File: src/rtl/in_port_mux_if.sv
// in_port_mux_if: external input ports, core read request and read-data
// return path of the CPU-side input multiplexer.
//   master : board/core side (drives ports, strobes, select, read enable)
//   slave  : in_port_mux side (returns data_in and irq)
interface in_port_mux_if #(
    parameter int WIDTH = 16
);
    logic [WIDTH-1:0] port0_in;
    logic             port0_stb;
    logic [WIDTH-1:0] port1_in;
    logic             port1_stb;
    logic [WIDTH-1:0] port2_in;
    logic             port2_stb;
    logic [3:0]       port_sel;
    logic             in_read_en;
    logic [WIDTH-1:0] data_in;
    logic             irq;

    modport master (
        output port0_in, port0_stb,
        output port1_in, port1_stb,
        output port2_in, port2_stb,
        output port_sel, in_read_en,
        input  data_in, irq
    );

    modport slave (
        input  port0_in, port0_stb,
        input  port1_in, port1_stb,
        input  port2_in, port2_stb,
        input  port_sel, in_read_en,
        output data_in, irq
    );
endinterface

File: src/rtl/in_port_mux.sv
// in_port_mux: captures three external input ports on (possibly asynchronous)
// strobe rising edges, keeps a ready/overrun flag per port, and returns the
// selected port word or the status word on a core read (1-cycle latency).
// Status word: {zeros, ovr[2:0] at 6:4, 1'b0 at 3, rdy[2:0] at 2:0}.
// Optional macro IN_PORT_MUX_IRQ_EN: irq is a registered OR of the ready
// flags; when undefined irq is tied low.
module in_port_mux #(
    parameter int WIDTH       = 16,
    parameter int SYNC_STAGES = 2
) (
    input  logic          CLK,
    input  logic          RST_N,
    in_port_mux_if.slave  bus
);

    localparam int unsigned NPORTS = 3;

    logic [WIDTH-1:0]       port_data [NPORTS];
    logic [NPORTS-1:0]      stb;

    logic [SYNC_STAGES-1:0] sync_q [NPORTS];
    logic [NPORTS-1:0]      prev_q;
    logic [NPORTS-1:0]      cap;

    logic [WIDTH-1:0]       hold_q [NPORTS];
    logic [WIDTH-1:0]       hold_d [NPORTS];
    logic [NPORTS-1:0]      rdy_q, rdy_d;
    logic [NPORTS-1:0]      ovr_q, ovr_d;
    logic [WIDTH-1:0]       data_q, data_d;
    logic [WIDTH-1:0]       status;
    logic [NPORTS-1:0]      rd_hit;
    logic                   rd_status;

    assign port_data[0] = bus.port0_in;
    assign port_data[1] = bus.port1_in;
    assign port_data[2] = bus.port2_in;
    assign stb          = {bus.port2_stb, bus.port1_stb, bus.port0_stb};

    assign status = {{(WIDTH-7){1'b0}}, ovr_q, 1'b0, rdy_q};

    // Strobe synchronizers plus one history flop per port for edge detection
    always_ff @(posedge CLK or negedge RST_N) begin
        if (!RST_N) begin
            for (int unsigned k = 0; k < NPORTS; k++) begin
                sync_q[k] <= '0;
            end
            prev_q <= '0;
        end else begin
            for (int unsigned k = 0; k < NPORTS; k++) begin
                sync_q[k] <= {sync_q[k][SYNC_STAGES-2:0], stb[k]};
                prev_q[k] <= sync_q[k][SYNC_STAGES-1];
            end
        end
    end

    // Rising edge of each synchronized strobe marks the capture cycle
    always_comb begin
        cap = '0;
        for (int unsigned k = 0; k < NPORTS; k++) begin
            cap[k] = sync_q[k][SYNC_STAGES-1] & ~prev_q[k];
        end
    end

    // Next-state for holding registers, flags and read data
    always_comb begin
        rd_status = bus.in_read_en && (bus.port_sel == 4'd3);
        rd_hit    = '0;
        rdy_d     = rdy_q;
        ovr_d     = rd_status ? '0 : ovr_q;
        for (int unsigned k = 0; k < NPORTS; k++) begin
            rd_hit[k] = bus.in_read_en && (bus.port_sel == 4'(k));
            hold_d[k] = cap[k] ? port_data[k] : hold_q[k];
            // Read clears first so a same-edge capture wins; a same-edge
            // read also cancels the overrun that capture would raise.
            if (rd_hit[k]) begin
                rdy_d[k] = 1'b0;
            end
            if (cap[k]) begin
                rdy_d[k] = 1'b1;
                if (rdy_q[k] && !rd_hit[k]) begin
                    ovr_d[k] = 1'b1;
                end
            end
        end

        data_d = data_q;
        if (bus.in_read_en) begin
            case (bus.port_sel)
                4'd0:    data_d = hold_q[0];
                4'd1:    data_d = hold_q[1];
                4'd2:    data_d = hold_q[2];
                4'd3:    data_d = status;
                default: data_d = '0;
            endcase
        end
    end

    // State registers: holding words, flags and registered read data
    always_ff @(posedge CLK or negedge RST_N) begin
        if (!RST_N) begin
            for (int unsigned k = 0; k < NPORTS; k++) begin
                hold_q[k] <= '0;
            end
            rdy_q  <= '0;
            ovr_q  <= '0;
            data_q <= '0;
        end else begin
            for (int unsigned k = 0; k < NPORTS; k++) begin
                hold_q[k] <= hold_d[k];
            end
            rdy_q  <= rdy_d;
            ovr_q  <= ovr_d;
            data_q <= data_d;
        end
    end

    assign bus.data_in = data_q;

`ifdef IN_PORT_MUX_IRQ_EN
    logic irq_q;

    // Interrupt follows any pending ready flag, one cycle behind
    always_ff @(posedge CLK or negedge RST_N) begin
        if (!RST_N) begin
            irq_q <= 1'b0;
        end else begin
            irq_q <= |rdy_q;
        end
    end

    assign bus.irq = irq_q;
`else
    assign bus.irq = 1'b0;
`endif

endmodule

File: src/flat_wrapper.sv
// flat-port wrapper written by rule: the top's interface ports become plain ports
module in_port_mux_flat 
#(
    parameter int WIDTH       = 16,
    parameter int SYNC_STAGES = 2
)
  (CLK, RST_N, bus_port0_in, bus_port0_stb, bus_port1_in, bus_port1_stb, bus_port2_in, bus_port2_stb, bus_port_sel, bus_in_read_en, bus_data_in, bus_irq);
  in_port_mux_if #(.WIDTH(WIDTH)) bus_i ();
  input  logic CLK;
  input  logic RST_N;
  input wire logic [$bits(bus_i.port0_in)-1:0] bus_port0_in;
  input wire logic [$bits(bus_i.port0_stb)-1:0] bus_port0_stb;
  input wire logic [$bits(bus_i.port1_in)-1:0] bus_port1_in;
  input wire logic [$bits(bus_i.port1_stb)-1:0] bus_port1_stb;
  input wire logic [$bits(bus_i.port2_in)-1:0] bus_port2_in;
  input wire logic [$bits(bus_i.port2_stb)-1:0] bus_port2_stb;
  input wire logic [$bits(bus_i.port_sel)-1:0] bus_port_sel;
  input wire logic [$bits(bus_i.in_read_en)-1:0] bus_in_read_en;
  output wire logic [$bits(bus_i.data_in)-1:0] bus_data_in;
  output wire logic [$bits(bus_i.irq)-1:0] bus_irq;
  assign bus_i.port0_in = bus_port0_in;
  assign bus_i.port0_stb = bus_port0_stb;
  assign bus_i.port1_in = bus_port1_in;
  assign bus_i.port1_stb = bus_port1_stb;
  assign bus_i.port2_in = bus_port2_in;
  assign bus_i.port2_stb = bus_port2_stb;
  assign bus_i.port_sel = bus_port_sel;
  assign bus_i.in_read_en = bus_in_read_en;
  assign bus_data_in = bus_i.data_in;
  assign bus_irq = bus_i.irq;
  in_port_mux #(.WIDTH(WIDTH), .SYNC_STAGES(SYNC_STAGES)) u_core (.CLK(CLK), .RST_N(RST_N), .bus(bus_i));
endmodule
File: config.mk
export PLATFORM = sky130hd
export DESIGN_NAME = in_port_mux_flat
export DESIGN_NICKNAME = d
export VERILOG_FILES = /design/src/rtl/in_port_mux_if.sv /design/src/rtl/in_port_mux.sv /design/src/flat_wrapper.sv
export SDC_FILE = /design/constraint.sdc
export NUM_CORES = 1
export LEC_CHECK = 0
export CORE_MARGIN = 2
export CORE_UTILIZATION = 45
export DETAILED_ROUTE_END_ITERATION = 10
export GPL_TIMING_DRIVEN = 0
export PLACE_DENSITY = 0.86
export SYNTH_ARGS = -nofsm -noshare
export SYNTH_HDL_FRONTEND = slang
export SYNTH_SLANG_ARGS = --single-unit
File: constraint.sdc
create_clock -name CLK -period 1.3 [get_ports CLK]
set_clock_uncertainty 0.1 [all_clocks]
set_input_delay 0.26 -clock CLK [delete_from_list [all_inputs] [get_ports CLK]]
set_output_delay 0.26 -clock CLK [all_outputs]
set_load 0.005 [all_outputs]
==> impl_results.html <==
<table>
<tr><th>Metric</th><th>Value</th></tr>
<tr><th colspan="2">Status</th></tr>
<tr><td>Outcome</td><td>finished with violations</td></tr>
<tr><td>Violations in the final reports</td><td>negative setup slack</td></tr>
<tr><th colspan="2">STA</th></tr>
<tr><td>Shortest clock period the worst path allows after layout</td><td>1.35 ns</td></tr>
<tr><td>Share of the clock period used by the worst path after layout</td><td>104%</td></tr>
<tr><td>Worst Tran Pin Value</td><td>0.548 ns</td></tr>
<tr><td>Fmax</td><td>740 MHz</td></tr>
<tr><td>RSZ-0062 raised after global routing</td><td>true</td></tr>
<tr><td>Final hold vios</td><td>0</td></tr>
<tr><td>Pins over their slew limit</td><td>0</td></tr>
<tr><td>Final setup slack of the worst path</td><td>-0.0514 ns</td></tr>
<tr><td>Number of endpoints failing setup at the final stage</td><td>38</td></tr>
<tr><td>Max transition margin</td><td>63.2%</td></tr>
<tr><td>Worst hold margin</td><td>0.158 ns</td></tr>
<tr><th colspan="2">Synthesis</th></tr>
<tr><td>Count of distinct cell types in the synthesized netlist</td><td>30</td></tr>
<tr><td>Sequential-to-total area share from yosys stat</td><td>60.5%</td></tr>
<tr><td>Net Count, Synth</td><td>286</td></tr>
<tr><td>Mean Syn Cell Area</td><td>14.3 um^2</td></tr>
<tr><td>Number of synthesized register bits</td><td>79</td></tr>
<tr><td>Cell area after synthesis</td><td>3270 um^2</td></tr>
<tr><td>Post-synthesis instance total</td><td>228</td></tr>
<tr><td>Yosys synthesis warning count</td><td>0</td></tr>
<tr><th colspan="2">Clock network</th></tr>
<tr><td>Number of clock sinks</td><td>79</td></tr>
<tr><td>Clock-pin slew on the worst setup and hold paths</td><td>0.08 ns</td></tr>
<tr><td>Root buffer cell</td><td>clkbuf_8</td></tr>
<tr><td>CTS H-tree lvls</td><td>3</td></tr>
<tr><td>Source-to-sink clock delay at the later pin of the worst-skew pair</td><td>0.36 ns</td></tr>
<tr><td>CTS tree</td><td>built</td></tr>
<tr><td>TritonCTS Buffers</td><td>9</td></tr>
<tr><td>Maximum clock path buffer count</td><td>2</td></tr>
<tr><th colspan="2">Setup path</th></tr>
<tr><td>CP endpoint kind</td><td>flop</td></tr>
<tr><td>Class of the most critical setup path</td><td>primary input to flop</td></tr>
<tr><td>Data required time at the worst endpoint</td><td>1.50 ns</td></tr>
<tr><td>Crit path DAT</td><td>1.55 ns</td></tr>
<tr><td>Worst-path fanout max</td><td>6</td></tr>
<tr><td>Critical path startpoint category</td><td>primary input</td></tr>
<tr><th colspan="2">Finish</th></tr>
<tr><td>Fill cell instance count of the final layout</td><td>489</td></tr>
<tr><td>Commonest cells after routing, fill and taps aside</td><td>79 x dfrtp_1, 51 x clkdlybuf4s50_1, 42 x mux2_4, 16 x buf_2, 15 x buf_4</td></tr>
<tr><td>Final Instance Count excl. Fillers</td><td>438</td></tr>
<tr><td>Post-layout net count</td><td>392</td></tr>
<tr><td>Area added between synthesis and finish</td><td>46.8%</td></tr>
<tr><td>Share of post-route cells with drive strength above 1</td><td>39.5%</td></tr>
<tr><td>Most common cell after layout, fill and taps aside</td><td>dfrtp_1</td></tr>
<tr><td>Count of inserted antenna diode cells</td><td>0</td></tr>
<tr><td>Final instance area</td><td>4800 um^2</td></tr>
<tr><th colspan="2">Placement</th></tr>
<tr><td>Sum of net half-perimeters after detailed placement</td><td>5230 um</td></tr>
<tr><td>Instance area after placement</td><td>4150 um^2</td></tr>
<tr><td>Final Wtd Congestion</td><td>0.738</td></tr>
<tr><td>Count of placed standard cells including taps</td><td>401</td></tr>
<tr><td>Count of buffers inserted at the top-level ports</td><td>73</td></tr>
<tr><td>Worst slack at placement</td><td>-0.611 ns</td></tr>
<tr><th colspan="2">Power</th></tr>
<tr><td>Leakage power total</td><td>2.16 nW</td></tr>
<tr><td>Combinational Power Share</td><td>19.1%</td></tr>
<tr><td>Fraction of power consumed by the clock network</td><td>30.6%</td></tr>
<tr><td>Ratio of total power to cell area</td><td>1220 nW/um^2</td></tr>
<tr><td>Design Power</td><td>0.00586 W</td></tr>
<tr><td>Internal</td><td>0.00433 W</td></tr>
<tr><td>Switching part of the total power</td><td>26.1%</td></tr>
<tr><td>Max VDD drop</td><td>651 uV</td></tr>
<tr><td>Switching power summed over all nets</td><td>0.00153 W</td></tr>
<tr><td>Sequential share of power</td><td>50.3%</td></tr>
<tr><th colspan="2">Route</th></tr>
<tr><td>Final routed DRC violation total</td><td>0</td></tr>
<tr><td>Via count normalized by instance count</td><td>5.73</td></tr>
<tr><td>Starting DRT DRC Count</td><td>233</td></tr>
<tr><td>Length of the first detailed-routing pass in iterations</td><td>4</td></tr>
<tr><td>Number of nets with antenna violations after routing</td><td>0</td></tr>
<tr><td>Detailed-route via count</td><td>2510</td></tr>
<tr><td>Routed WL per cell</td><td>21.7 um</td></tr>
<tr><td>Total detailed-routing wirelength</td><td>9530 um</td></tr>
<tr><th colspan="2">Die</th></tr>
<tr><td>FP Rows</td><td>31</td></tr>
<tr><td>X dimension of the die</td><td>89.2 um</td></tr>
<tr><td>Die boundary height</td><td>89.2 um</td></tr>
<tr><td>Total Die Area</td><td>7960 um^2</td></tr>
<tr><td>Area of the placeable core</td><td>7140 um^2</td></tr>
<tr><td>IO Pins</td><td>75</td></tr>
<tr><td>Effective utilization at floorplan</td><td>45.8%</td></tr>
<tr><th colspan="2">Global route</th></tr>
<tr><td>Antenna violations before repair</td><td>0</td></tr>
<tr><td>GRT Overall Usage</td><td>20.9%</td></tr>
<tr><td>Maximum number of pins on one net before global-route repair</td><td>75</td></tr>
<tr><td>Routing usage on met1</td><td>26.0%</td></tr>
<tr><td>Layer with the highest usage after global routing</td><td>met2</td></tr>
<tr><td>Congestion Overflow GR</td><td>0</td></tr>
<tr><td>Wire length of the first global-routing pass</td><td>12300 um</td></tr>
<tr><td>Via count of the first global-routing pass</td><td>2460</td></tr>
<tr><td>Met3 Use GR</td><td>4.52%</td></tr>
<tr><td>Global routing met2 resource utilization</td><td>34.5%</td></tr>
<tr><th colspan="2">Worst hold path</th></tr>
<tr><td>Hold/Removal Path Class</td><td>primary input to async pin</td></tr>
<tr><th colspan="2">Job</th></tr>
<tr><td>Number of violations of the max-capacitance limit</td><td>0</td></tr>
</table>
final cells by class:
class	instances	area [um^2]	area share (%)
Inverter	2	7.51	0.156
Sequential cell	79	1980	41.2
Clock inverter	6	61.3	1.28
Multi-Input combinational cell	129	1370	28.6
Buffer	15	166	3.47
Timing Repair Buffer	98	962	20.1
Clock buffer	10	128	2.66
Tap cell	99	124	2.58
kinds of logic (layout without fill, tap and decap cells):
kind of cell	Yosys count	in the layout	synth area share, %
other cells	1	1	0.115
buf+inv	20	131	4.71
flops	79	79	60.5
mux	54	54	18.4
simple gates	21	21	3.83
compound gates	53	53	12.5
layer usage:
metal | vias up | share of wire (%)
li1 | 1062 | -
met1 | 1305 | 40
met2 | 121 | 51
met3 | 22 | 6.4
met4 | 0 | 2.1
met5 | - | 0
flip-flops by register name, indices dropped and copies added (netlist names):
signal              count
u_core.rdy_q            3
u_core.bus.data_in     16
u_core.ovr_q            3
u_core.prev_q           3
u_core.sync_q           6
u_core.hold_q          48
cells in the mapped netlist:
cell type / instances / area (um^2)
buf_12: 1 / 20.0
a21o_1: 3 / 22.5
nand3b_1: 1 / 7.51
mux2i_1: 6 / 60.1
buf_4: 7 / 52.6
nor2b_1: 4 / 25.0
dfrtp_1: 79 / 1980
conb_1: 1 / 3.75
nand2_1: 9 / 33.8
a21oi_1: 2 / 10.0
clkbuf_1: 1 / 3.75
nor3_2: 1 / 10.0
and2b_2: 3 / 26.3
nor2_1: 1 / 3.75
inv_2: 1 / 3.75
mux2_2: 48 / 541
a31oi_1: 4 / 25.0
inv_1: 1 / 3.75
buf_2: 4 / 20.0
a32o_1: 6 / 60.1
a221o_1: 6 / 60.1
or3_1: 1 / 6.26
a32oi_1: 10 / 87.6
a31o_2: 1 / 8.76
clkbuf_2: 1 / 5.00
buf_6: 4 / 45.0
a2bb2oi_1: 1 / 8.76
o21ai_0: 10 / 50.1
nor3b_2: 1 / 12.5
a22oi_1: 10 / 75.1
critical path: stages:
cell	delay, ns
dlygate4sd2_1	0.32
nor3_2	0.50
a221o_1	0.29
a32o_1	0.18
per-stage QoR:
stage | utilization (%) | TNS [ns]
detailed placement | 58.2 | -13.42
floorplan | - | 0
global placement | 57.8 | -226.05
CTS | 62.7 | -0.126
finish | 67.2 | -0.868
global route | 67.2 | -2.51
final timing paths:
kind / from / to / slack [ns] / cells past startpoint
setup / recovery: bus_port_sel[3] / u_core.bus.data_in[0] / -0.05 / 4
hold / removal: RST_N / u_core.prev_q[1] / 0.16 / 2
setup reg to reg: u_core.sync_q[3] / u_core.hold_q[30] / -0.04 / 4
hold reg to reg: u_core.sync_q[4] / u_core.sync_q[5] / 0.25 / 0
max in group asynchronous: RST_N / u_core.hold_q[30] / 0.39 / 3
min in group CLK: bus_port1_stb / u_core.sync_q[2] / 0.23 / 1
timing repair:
item | 4_1_cts | 5_1_grt
endpoints found under the hold margin | 79 | 0
pin swaps | 3 | 2
resized for setup | 89 | 56
hold buffers | 1 | 0
gates cloned | 1 | 3
setup buffers | 16 | 3
endpoints found under the setup margin | 59 | 54
power groups by stage:
stage	registers, W	logic, W	clock network [W]
after floorplan	0.00290	0.000447	0
final	0.00294	0.00112	0.00179
after global routing	0.00297	0.00118	0.00193
after CTS	0.00291	0.000889	0.00179
after detailed placement	0.00295	0.000843	0
after global placement	0.00293	0.000801	0
Note: power is estimated with default switching activity, not from simulation.
